$ cat src/rtl/router_src_rx.sv
// router_src_rx: receive side of the router source port. Parses the header, streams header/payload/parity
// into one of NUM_DEST FIFOs and flags parity/length/address errors. Optional stall abort: ROUTER_RX_TIMEOUT_EN.
module router_src_rx #(
    parameter int NUM_DEST       = 3,
    parameter int TIMEOUT_CYCLES = 30
) (
    input  logic                clock,
    input  logic                resetn,
    input  logic [7:0]          data_in,
    input  logic                pkt_valid,
    output logic                busy,
    output logic                err,
    input  logic [NUM_DEST-1:0] fifo_full,
    input  logic [NUM_DEST-1:0] fifo_empty,
    output logic [NUM_DEST-1:0] wr_en,
    output logic [7:0]          wr_data,
    output logic                pkt_done,
    output logic [2:0]          dbg_state
);

    // Handshake: a byte on data_in/pkt_valid is consumed at a rising edge only when busy=0 just before
    // that edge; while busy=1 the source holds data_in/pkt_valid unchanged.
    typedef enum logic [2:0] {
        S_IDLE       = 3'd0,
        S_WAIT_EMPTY = 3'd1,
        S_LOAD       = 3'd2,
        S_CHECK      = 3'd3,
        S_DROP       = 3'd4
    } state_e;

    state_e              state_q, state_d;
    logic [7:0]          hold_q, hold_d;
    logic [7:0]          parity_q, parity_d;
    logic [5:0]          cnt_q, cnt_d;
    logic                mismatch_q, mismatch_d;
    logic                err_q, err_d;
    logic [NUM_DEST-1:0] wr_en_q, wr_en_d;
    logic [7:0]          wr_data_q, wr_data_d;

    logic [NUM_DEST-1:0] dest_oh;
    logic                sel_full;
    logic                sel_empty;
    logic                hdr_ok;
    logic                busy_c;
    logic                done_c;
    logic                stall_c;

    always_comb begin
        dest_oh = '0;
        for (int i = 0; i < NUM_DEST; i++) begin
            if (hold_q[1:0] == 2'(i)) dest_oh[i] = 1'b1;
        end
    end

    assign sel_full  = |(fifo_full & dest_oh);
    assign sel_empty = |(fifo_empty & dest_oh);
    assign hdr_ok    = (data_in[1:0] != 2'b11) && (int'(data_in[1:0]) < NUM_DEST);

`ifdef ROUTER_RX_TIMEOUT_EN
    localparam int STALL_W = $clog2(TIMEOUT_CYCLES + 1);
    logic [STALL_W-1:0] stall_q, stall_d;
    logic               stall_hit;
    assign stall_hit = (stall_q == STALL_W'(TIMEOUT_CYCLES - 1));
`else
    logic unused_timeout;
    assign unused_timeout = stall_c | (TIMEOUT_CYCLES > 0);
`endif

    always_comb begin
        state_d    = state_q;
        hold_d     = hold_q;
        parity_d   = parity_q;
        cnt_d      = cnt_q;
        mismatch_d = mismatch_q;
        err_d      = err_q;
        wr_en_d    = '0;
        wr_data_d  = wr_data_q;
        busy_c     = 1'b0;
        done_c     = 1'b0;
        stall_c    = 1'b0;
        case (state_q)
            S_IDLE: begin
                if (pkt_valid) begin
                    if (hdr_ok) begin
                        hold_d   = data_in;
                        parity_d = data_in;
                        cnt_d    = '0;
                        err_d    = 1'b0;
                        state_d  = S_WAIT_EMPTY;
                    end else begin
                        err_d   = 1'b1;
                        state_d = S_DROP;
                    end
                end
            end
            S_WAIT_EMPTY: begin
                busy_c = 1'b1;
                if (sel_empty && !sel_full) begin
                    wr_en_d   = dest_oh;
                    wr_data_d = hold_q;
                    state_d   = S_LOAD;
                end else begin
                    stall_c = 1'b1;
                end
            end
            S_LOAD: begin
                busy_c = sel_full;
                if (!sel_full) begin
                    wr_en_d   = dest_oh;
                    wr_data_d = data_in;
                    if (pkt_valid) begin
                        parity_d = parity_q ^ data_in;
                        if (cnt_q != 6'h3F) cnt_d = cnt_q + 6'd1;
                    end else begin
                        // Length is checked against the saturated count, so len=63 with 64+ bytes passes
                        mismatch_d = (data_in != parity_q) || (cnt_q != hold_q[7:2]);
                        state_d    = S_CHECK;
                    end
                end else begin
                    stall_c = 1'b1;
                end
            end
            S_CHECK: begin
                busy_c  = 1'b1;
                done_c  = 1'b1;
                err_d   = mismatch_q;
                state_d = S_IDLE;
            end
            S_DROP: begin
                if (!pkt_valid) state_d = S_IDLE;
            end
            default: state_d = S_IDLE;
        endcase

`ifdef ROUTER_RX_TIMEOUT_EN
        stall_d = '0;
        if (stall_c) begin
            if (stall_hit) begin
                err_d   = 1'b1;
                wr_en_d = '0;
                state_d = S_DROP;
            end else begin
                stall_d = stall_q + 1'b1;
            end
        end
`endif
    end

    always_ff @(posedge clock or negedge resetn) begin
        if (!resetn) begin
            state_q    <= S_IDLE;
            hold_q     <= '0;
            parity_q   <= '0;
            cnt_q      <= '0;
            mismatch_q <= 1'b0;
            err_q      <= 1'b0;
            wr_en_q    <= '0;
            wr_data_q  <= '0;
        end else begin
            state_q    <= state_d;
            hold_q     <= hold_d;
            parity_q   <= parity_d;
            cnt_q      <= cnt_d;
            mismatch_q <= mismatch_d;
            err_q      <= err_d;
            wr_en_q    <= wr_en_d;
            wr_data_q  <= wr_data_d;
        end
    end

`ifdef ROUTER_RX_TIMEOUT_EN
    always_ff @(posedge clock or negedge resetn) begin
        if (!resetn) stall_q <= '0;
        else         stall_q <= stall_d;
    end
`endif

    assign busy      = busy_c;
    assign pkt_done  = done_c;
    assign err       = err_q;
    assign wr_en     = wr_en_q;
    assign wr_data   = wr_data_q;
    assign dbg_state = state_q;

endmodule
$ cat config.mk
export PLATFORM = sky130hd
export DESIGN_NAME = router_src_rx
export DESIGN_NICKNAME = d
export VERILOG_FILES = /design/src/rtl/router_src_rx.sv
export SDC_FILE = /design/constraint.sdc
export NUM_CORES = 1
export LEC_CHECK = 0
export ABC_AREA = 1
export CAP_MARGIN = 40
export CORE_MARGIN = 5
export CORE_UTILIZATION = 35
export DETAILED_ROUTE_END_ITERATION = 16
export GPL_TIMING_DRIVEN = 0
export HOLD_SLACK_MARGIN = 0.15
export PLACE_DENSITY = 0.65
export SYNTH_ARGS = -nofsm -noshare
export SYNTH_HDL_FRONTEND = slang
export SYNTH_SLANG_ARGS = --single-unit
$ cat constraint.sdc
create_clock -name clock -period 3 [get_ports clock]
set_input_delay 0.75 -clock clock [delete_from_list [all_inputs] [get_ports clock]]
set_output_delay 0.75 -clock clock [all_outputs]
set_load 0.005 [all_outputs]
* After elaboration in Yosys (flattened, before gate mapping)
Cells that the tools add are included.
** Cells by class
- Add/subtract/negate cells :: 1
- Bitwise operators :: 5
- Reduce and logical (&&, ||, !) cells :: 19
- Equal/unequal tests :: 18
- Order comparisons :: 1
- Muxes and demuxes :: 32
** Operators with widths (count)
- $mux 8 :: 6
- $pmux 8 s2 :: 2
- $mux 6 :: 5
- $mux 3 :: 8
- $ne 2x2->1 const B :: 9
- $pmux 3 s4 :: 1
- $pmux 6 s2 :: 1
- $reduce_and 5->1 :: 2
- $reduce_and 3->1 :: 3
- $ne 8x8->1 :: 1
- $xor 8x8->8 :: 1
- $add 6x1->6 const B :: 1
- $and 3x3->3 :: 2
- $eq 3x2->1 const B :: 2
- $mux 1 :: 6
- $ne 6x6->1 :: 1
- $ne 6x6->1 const B :: 1
- $pmux 3 s2 :: 1
- $reduce_and 6->1 :: 1
- $reduce_bool 2->1 :: 3
- $reduce_or 3->1 :: 2
- $pmux 1 s2 :: 2
- $eq 3x1->1 const B :: 1
- $eq 3x3->1 const B :: 1
- 11 further kinds :: 13
** Storage, ports and cells
- Bits of input ports :: 17
- Flip-flop bits (word level) :: 38
- Logic and storage cells :: 84

* Longest topological paths before layout
- Depth in word-level cells :: 8
- Mapped depth :: 9
- Mapped depth without buffers :: 9

* Least setup slack after synthesis
Ideal clock, no wire load.
- Path kind :: input port to output port
- Start point :: in fifo_full[1]
- End point :: out busy
- Stages on the path :: 4
- Data arrival time :: 1114 ps
- Path slack :: 1136 ps
- Path buffers :: 0
- Cell sequence :: nand3_1 nand3_2 nand2_2 o21ai_0
** Between the ends
- Longest elaborated chain between the ends :: 3
** RTL lines
- start, declared :: RTL line 13 : input logic [NUM_DEST-1:0] fifo_full,
- $and 3x3->3 :: RTL line 55 : assign sel_full = |(fifo_full & dest_oh);
- $reduce_or 3->1 :: RTL line 55
- $pmux 1 s2 :: RTL line 81 : case (state_q)
- end, declared :: RTL line 11 : output logic busy,
No other way between the ends.

* Worst setup path in the final report
- Start point :: in fifo_full[2]
- End point :: out busy
Same word-level chain as after synthesis.

==> flow_summary_export.csv <==
group,metric,value,unit
worst_setup_path,crit_type,"input pin to output port",
global_routing,grt_usage,14.8,%
status,outcome,"finished clean",
place,placed_cells,403,
routing,vias,2004,
routing,wl_met1,2.58,mm
timing,slew_violations,0,
place,hpwl,4.08,mm
routing,drc_errors,0,
finish,nFillCells,614,
clock_network,cts_root_buffer,"clkbuf_8",
clock_network,postCtsHoldBufs,0,
finish,multiInputGateArea,1070,sq um
yosys,ys_types,27,
timing,maxSlewHeadroom,66.9,%
routing,via_per_inst,4.88,
timing,setup_viol,0,
yosys,synthesis.area,2200,sq um
finish,syn_to_final_growth,24.5,%
place,port_buffers,33,
floorplan,rows,28,
worst_setup_path,crit_path_end_kind,"output port",
clock_network,cts_resized,0,
finish,n_antenna_cell,0,
timing,rsz0062_at_grt,"false",
clock_network,cts.sinks,38,
floorplan,core,6030,sq um
timing,fin_setup_tns,0,ps
yosys,synth.top_cells.by_area,"dfrtp_1 (43%), nand2_1 (16%), o21ai_0 (6.1%)",
global_routing,antenna_found_initial,0,
routing,wl_met3,235,um
routing,drt-initial-drc-count,132,
global_routing,grt_pass1_vias,1988,
routing,wirelength,5.40,mm
power_and_ir_drop,sequentialPowerShare,32.7,%
worst_setup_path,crit_cells,6,
timing,hold_viol_final,0,
power_and_ir_drop,pwr-share-clk,13.8,%
power_and_ir_drop,cellLeakagePower,1.31,nW
routing,wire_per_inst,13.1,um
yosys,ys_ff_latch,38,
place,place.gp.congestion,0.804,
routing,routed.top_layer,"met4",
floorplan,io_pins,34,
yosys,postSynthAreaPerCell,7.48,sq um
power_and_ir_drop,comb_power_share,53.5,%
worst_setup_path,critPathMaxFanout,4,
global_routing,grt_max_degree,21,
clock_network,htreeDepth,2,
worst_setup_path,reg2regPathDepth,6,
routing,wl_met2,2.53,mm
yosys,yosysSeqAreaShare,43.2,%
yosys,synth_largest_type_area_fraction,43.2,%
worst_setup_path,slowest_stage,"clkdlybuf4s50_1",
routing,ant_nets,0,
power_and_ir_drop,p_int,1.50,mW
yosys,synthCells,294,
finish,final_cells,411,
yosys,ys_warn_count,0,
clock_network,cts_tree,"built",
worst_setup_path,worst_path_most_repeated_cell,"clkdlybuf4s50_1",
timing,finClkSkew,5.20,ps
worst_setup_path,crit_buf_inv,2,
min_path,hold_path.class,"input pin to async pin",
worst_setup_path,critPathTopFamily,"buffers and inverters",
power_and_ir_drop,ir_drop,460,uV
yosys,synth_fp_nets,312,
finish,nets,353,
clock_network,cts.clk_slew.worst_paths,70,ps
power_and_ir_drop,powerDensity,978,nW/um^2
floorplan,dieArea,7970,sq um
clock_network,postCtsSetupBuffers,0,
global_routing,grt_first_pass_wirelength,9.19,mm
global_routing,grt.overflow.total,0,
worst_setup_path,cpPeakStageDelay,520,ps
routing,dr.pass1.iters,4,
floorplan,start_util,36.5,%
yosys,synth_top_area_cell,"dfrtp_1",
power_and_ir_drop,p_switching,1.17,mW
floorplan,die_w,89.3,um
clock_network,insertion_delay,290,ps
timing,timing_worst_slew_pin_value,496,ps
job,maxCapViolations,0,
timing,fmax,0.347,GHz
clock_network,cts_buffers,5,
floorplan,dieHeight,89.3,um
timing,final.min_clock_period,2880,ps
worst_setup_path,cp-start-kind,"input pin",
worst_setup_path,crit_chain,"clkdlybuf4s50_1 -> nand3_1 -> nand3_2 -> nand2_2 -> o21ai_0 -> clkdlybuf4s50_1",
timing,fin_crit_sh,96.0,%
worst_setup_path,required,2250,ps
finish,seqCellArea,951,sq um
clock_network,clockBufferDepth,2,
worst_setup_path,critical_path_arrival,2130,ps
power_and_ir_drop,swShare,43.8,%
finish,drive_gt1_share,9.82,%
-- state kept, by name (all words and copies together) (netlist names) --
signal / count
cnt_q: 6
err: 1
mismatch_q: 1
hold_q: 8
dbg_state: 3
wr_en: 3
parity_q: 8
wr_data: 8
-- synthesized netlist by cell type --
cell type  instances
ha_1               1
nor3_2             1
o21ai_0           27
nand3_1           19
nand2_1           93
inv_1             26
inv_2              3
or2_2              3
xor2_1             6
a21oi_1            3
clkbuf_1           2
a21boi_1           1
nor2_8             1
nand3b_1           1
o31ai_1            8
xnor2_1            1
o21ai_1           19
nand2_2            3
dfrtp_1           38
nand3_2            2
nand2_4            3
buf_6              4
buf_4              1
nor2_1            21
buf_2              2
nor2_4             1
nor3_1             4
-- worst reg2reg max path: stages, from the launching register on --
cell,delay [ps]
dfrtp_1,440
nor2_1,220
nand2_1,100
clkbuf_1,230
buf_2,240
o21ai_0,160
o31ai_1,90
-- kinds of logic (layout without fill, tap and decap cells) --
logic type / Yosys count / after routing / share of synthesized area, %
adder cells (fa/ha/maj): 1 / 1 / 0.569
AO/OA/AOI/OAI: 58 / 58 / 14.2
buffers and inverters: 38 / 80 / 8.13
flip-flops: 38 / 38 / 43.2
AND/OR/NAND/NOR: 152 / 152 / 31.1
XOR/XNOR: 7 / 7 / 2.79
-- placed cells by master (no fill, tap or decap), drive strengths merged --
master / count
a21boi: 1
a21oi: 3
buf: 9
clkbuf: 9
clkdlybuf4s50: 32
clkinv: 1
dfrtp: 38
ha: 1
inv: 29
nand2: 99
nand3: 21
nand3b: 1
nor2: 23
nor3: 5
o21ai: 46
o31ai: 8
or2: 3
xnor2: 1
xor2: 6
-- final timing paths --
check | start | end | slack [ps]
setup / recovery | fifo_full[2] | busy | 120
setup reg to reg | dbg_state[1] | hold_q[5] | 1390
hold / removal | resetn | cnt_q[5] | 420
min in group clock | mismatch_q | err | 480
max in group asynchronous | resetn | hold_q[2] | 2110
hold reg to reg | mismatch_q | err | 480
-- power by group through the flow --
stage	logic (mW)	clock network [mW]	registers (mW)
after global routing	1.63	0.404	0.900
after global placement	1.41	0	0.878
after CTS	1.45	0.381	0.873
final	1.43	0.368	0.876
after floorplan	0.972	0	0.857
after detailed placement	1.44	0	0.883
-- final cells by class --
class | count | share of cell area, %
Clock inverter | 1 | 0.183
Inverter | 29 | 3.98
Buffer | 9 | 2.56
Tap cell | 75 | 3.43
Sequential cell | 38 | 34.7
Clock buffer | 7 | 3.15
Multi-Input combinational cell | 218 | 39.1
Timing Repair Buffer | 34 | 12.9
-- per-stage QoR --
step	util (%)	hold WS, ps	total power, mW	instance area, sq um	worst slack [ps]
6_report	45.4	424	2.68	2740	121
5_1_grt	45.4	440	2.93	2740	45.6
4_1_cts	45.4	428	2.70	2740	108
3_5_place_dp	43.9	471	2.32	2650	110
3_3_place_gp	43.5	468	2.29	2620	133
2_1_floorplan	-	447	1.83	2200	1140
-- metal layers --
| metal | GRT usage, % | vias to the layer above |
|---|---|---|
| li1 | - | 1030 |
| met1 | 19.5 | 935 |
| met2 | 24.2 | 32 |
| met3 | 3.04 | 7 |
| met4 | 4.74 | 0 |
| met5 | 0 | - |
Note: power is estimated with default switching activity, not from simulation.
==> edit 1 (same settings) <==
`hold_q` no longer has a reset.
--- a/src/rtl/router_src_rx.sv
+++ b/src/rtl/router_src_rx.sv
@@ -150,5 +150,4 @@
         if (!resetn) begin
             state_q    <= S_IDLE;
-            hold_q     <= '0;
             parity_q   <= '0;
             cnt_q      <= '0;
@@ -159,5 +158,4 @@
         end else begin
             state_q    <= state_d;
-            hold_q     <= hold_d;
             parity_q   <= parity_d;
             cnt_q      <= cnt_d;
@@ -167,4 +165,8 @@
             wr_data_q  <= wr_data_d;
         end
+    end
+
+    always_ff @(posedge clock) begin
+        hold_q <= hold_d;
     end
 
Check against the original RTL: same outputs for any inputs over 10 cycles, from zero or initial values and one cycle with resetn low; that may be too few to reach the edited logic, so the function may still have changed.
==> edit 1 against the original RTL <==
Setup slack worse by 0.014 ns. Routed wire length fell by 6.3%. Area after synthesis decreased by 0.40%. Final cell count down 4.9%. Critical path type unchanged. Power is 9.1% lower. Sequential cell count did not move. Final area shrank 1.3%. Combinational power down 14%.
==> edit 1: results (changes against the original RTL) <==
- Maximum number of pins on one net before global-route repair: 31 (was 21)
- Ys async rst share: 78.9% (was 100%)
- GR Layer Usage met3: 2.76% (was 3.04%)
- Critical Path Start: fifo_full[1] (was fifo_full[2])
- Clk_lat worst skew: 0.29 ns (about the same)
- IR Drop Worst-Case VDD: 0.421 mV (was 0.460 mV)
- Leading post-synthesis cells by cell area: dfrtp_1 (34%), nand2_1 (14%), edfxtp_1 (11%) (was dfrtp_1 (43%), nand2_1 (16%), o21ai_0 (6.1%))
- Setup clock skew after layout: 0.00484 ns (was 0.00520 ns)
- NumNets Final: 333 (was 353)
- Leakage component of the power: 0.00123 uW (was 0.00131 uW)
- Average via count per standard cell: 4.76 (was 4.88)
- Synth top cells by count: nand2_1 (83), dfrtp_1 (30), inv_1 (24), o21ai_0 (24), nor2_1 (22) (was nand2_1 (93), dfrtp_1 (38), o21ai_0 (27))
- Worst slew margin relative to its limit: 40.9% (was 66.9%)
- CTS root buffer: clkbuf_8 (unchanged)
- Number of filler cells placed in the layout: 620 (was 614)
- FF-to-FF Start: dbg_state[2] (was dbg_state[1])
- GR Layer Usage met1: 19.9% (was 19.5%)
- Final weighted congestion of routability-driven global placement: 0.809 (was 0.804)
- DRT met1 WL: 2450 um (was 2580 um)
- Count of yosys warnings during synthesis: 0 (unchanged)
- Netlist cell types: 33 (was 27)
- Nets in the synthesized netlist: 293 (was 312)
- Grt ovf: 0 (unchanged)
- TritonCTS buffer count: 5 (unchanged)
- Starting DRC count in detailed routing: 80 (was 132)
- Wirelength, routed: 5060 um (was 5400 um)
- All-layer global routing usage: 14.3% (was 14.8%)
- Tightest Hold Check Type: in -> async (unchanged)
- Run status: finished clean (unchanged)
- Number of enable flip-flop cells after synthesis: 8 (was 0)
- Hpwl dp: 3680 um (was 4080 um)
- Portion of the post-synthesis area used by sequential elements: 45.2% (was 43.2%)
- Vias in the first global route: 1814 (was 1988)
- Detailed route wirelength on metal3: 269 um (was 235 um)
- Fraction of layout cells with a size suffix above 1: 14.2% (was 9.82%)
- Top layer reached by signal wires: met4 (unchanged)
- Met2 Track Usage GR: 22.6% (was 24.2%)
- Initial antenna violation count: 0 (unchanged)
- Critical path peak fanout: 5 (was 4)
- Met2 Wirelength: 2300 um (was 2530 um)
- Wire length of the first global-routing pass: 8630 um (was 9190 um)
- N_diodes: 0 (unchanged)
[edit 1: cell types whose count changed after synthesis, sizes merged, moves of 5 or more]
cell and delta:
o21ai -7, dfrtp -8, edfxtp +8, nand3 -5, o31ai -7
[edit 1: cell families (layout without fill, tap and decap cells)]
family	count (synthesis)	count (layout)	synth area share [%]
flip-flops	38	38	45.2
adder cells (fa/ha/maj)	1	1	0.571
XOR/XNOR	9	9	3.60
AND/OR/NAND/NOR	147	147	32.8
AO/OA/AOI/OAI	43	43	10.3
buffers and inverters	37	78	7.42
[edit 1: worst paths after layout]
path / end / slack, ns / cells after the start
min in group clock: wr_data[0] / 0.50 / 2
min reg2reg: wr_data[0] / 0.50 / 2
max reg2reg: hold_q[3] / 1.18 / 3
max in group asynchronous: wr_en[2] / 2.04 / 1
min: wr_data[2] / 0.50 / 1
max: busy / 0.11 / 6
[edit 1: per-stage QoR]
stage               worst slack [ns]  instances  utilization, %  instance area, um2
global route                  0.0385        391            45.1                2700
global placement               0.108        383            43.7                2620
detailed placement             0.104        383            43.6                2610
finish                         0.107        391            45.1                2700
CTS                           0.0986        391            45.1                2700
floorplan                       1.14        275               -                2190
[edit 1: layout make-up]
class                   count  area share (%)
plain buffers               7            1.85
clock buffers               7            3.20
clock inverters             1           0.185
inverters                  30            4.17
multi-input cells         200            38.4
flip-flops and latches     38            36.7
well taps                  75            3.47
repair buffers             33            12.0
[edit 1: critical path, stage by stage]
cell,delay [ns]
clkdlybuf4s50_1,0.48
nand3_2,0.11
nand3_4,0.16
nand2_4,0.07
nand2_1,0.08
clkdlybuf4s50_1,0.50
[edit 1: report_power, final]
group / switching, uW / internal (uW) / total [uW]
logic: 721 / 514 / 1230
registers: 120 / 709 / 829
clock network: 185 / 186 / 371
==> edit 2 (config.mk and constraints unchanged) <==
Made on the original files. `NUM_DEST`: 3 -> 2.
--- a/src/rtl/router_src_rx.sv
+++ b/src/rtl/router_src_rx.sv
@@ -2,5 +2,5 @@
 // into one of NUM_DEST FIFOs and flags parity/length/address errors. Optional stall abort: ROUTER_RX_TIMEOUT_EN.
 module router_src_rx #(
-    parameter int NUM_DEST       = 3,
+    parameter int NUM_DEST       = 2,
     parameter int TIMEOUT_CYCLES = 30
 ) (
Ports: changed (resized fifo_empty, fifo_full and wr_en); port bits go from 34 to 31. No check against the original RTL was run, so the function may have changed too.
==> edit 2 against the original RTL <==
Final cell count up 3.4%. Sequential share of layout area down 0.65 points. Routed wire length down 4.6%. Final area fell by 0.78%. Setup slack improved by 0.34 ns. Sequential cell count shrank 1. Count of clock-buffer cells in the layout is 1 lower. Power fell by 4.9%. Area after synthesis grew 0.57%. Combinational power fell by 6%. Fmax is 13% higher. Global-route usage down 1.0 points. Sequential power down 2.5%. Die area up 0.50%.
==> edit 2: results (changes against the original RTL) <==
- Count of vias placed by the detailed router: 1961 (was 2004)
- Fraction of area in clock buffers and inverters: 3.04% (was 3.34%)
- NumNets Final: 363 (was 353)
- Delay of the slowest cell on the worst path: 0.45 ns (was 0.52 ns)
- GR Layer Usage met3: 2.49% (was 3.04%)
- TritonCTS Sinks: 37 (was 38)
- Post-route insts no fill: 425 (was 411)
- PortBufs: 30 (was 33)
- Synth Area in Compound Gates: 12.8% (was 14.2%)
- Wirelength, routed: 5150 um (was 5400 um)
- Maximum number of pins on one net before global-route repair: 27 (was 21)
- Terminus of the critical flop-to-flop path: err (was hold_q[5])
- All-layer global routing usage: 13.8% (was 14.8%)
- Pre-Repair DR Iteration Count: 5 (was 4)
- Multi-input logic area: 1080 um2 (was 1070 um2)
- Leakage component of the power: 0.00143 uW (was 0.00131 uW)
- Number of filler cells placed in the layout: 658 (was 614)
- Number of cells produced by synthesis: 309 (was 294)
- Bufs w/o clock: 38 (was 43)
- Met2 Wirelength: 2620 um (was 2530 um)
- DRT met1 WL: 2290 um (was 2580 um)
- Xor and xnor area share after synthesis: 0.792% (was 2.79%)
- Critical path peak fanout: 7 (was 4)
- Run status: finished clean (unchanged)
- Logic depth of the worst register-to-register path: 5 (was 6)
- Final-layout clock buffer total: 6 (was 7)
- Hpwl dp: 3930 um (was 4080 um)
- Nets in the synthesized netlist: 325 (was 312)
## edit 2: repair_timing
item                       in CTS  in global routing
resized for setup               1                  2
setup buffers                   0                  0
hold buffers                    0                  0
setup endpoints to repair       1                  1
## edit 2: how the worst max path moves through the flow
stage / start / cells after the start / slack (ns) / end
floorplan: fifo_full[1] / 4 / 1.08 / busy
global placement: fifo_full[1] / 6 / -0.03 / busy
detailed placement: fifo_full[1] / 6 / -0.04 / busy
CTS: fifo_full[1] / 6 / 0.05 / busy
global route: fifo_full[1] / 6 / 0.34 / busy
finish: fifo_full[1] / 6 / 0.46 / busy
## edit 2: through the flow
stage | utilization, % | worst slack [ns] | cell area, um2
final | 43.5 | 0.458 | 2720
after global routing | 43.5 | 0.343 | 2720
after CTS | 43.4 | 0.0464 | 2710
after detailed placement | 42.0 | -0.0363 | 2620
after global placement | 41.8 | -0.0334 | 2610
after floorplan | - | 1.08 | 2210
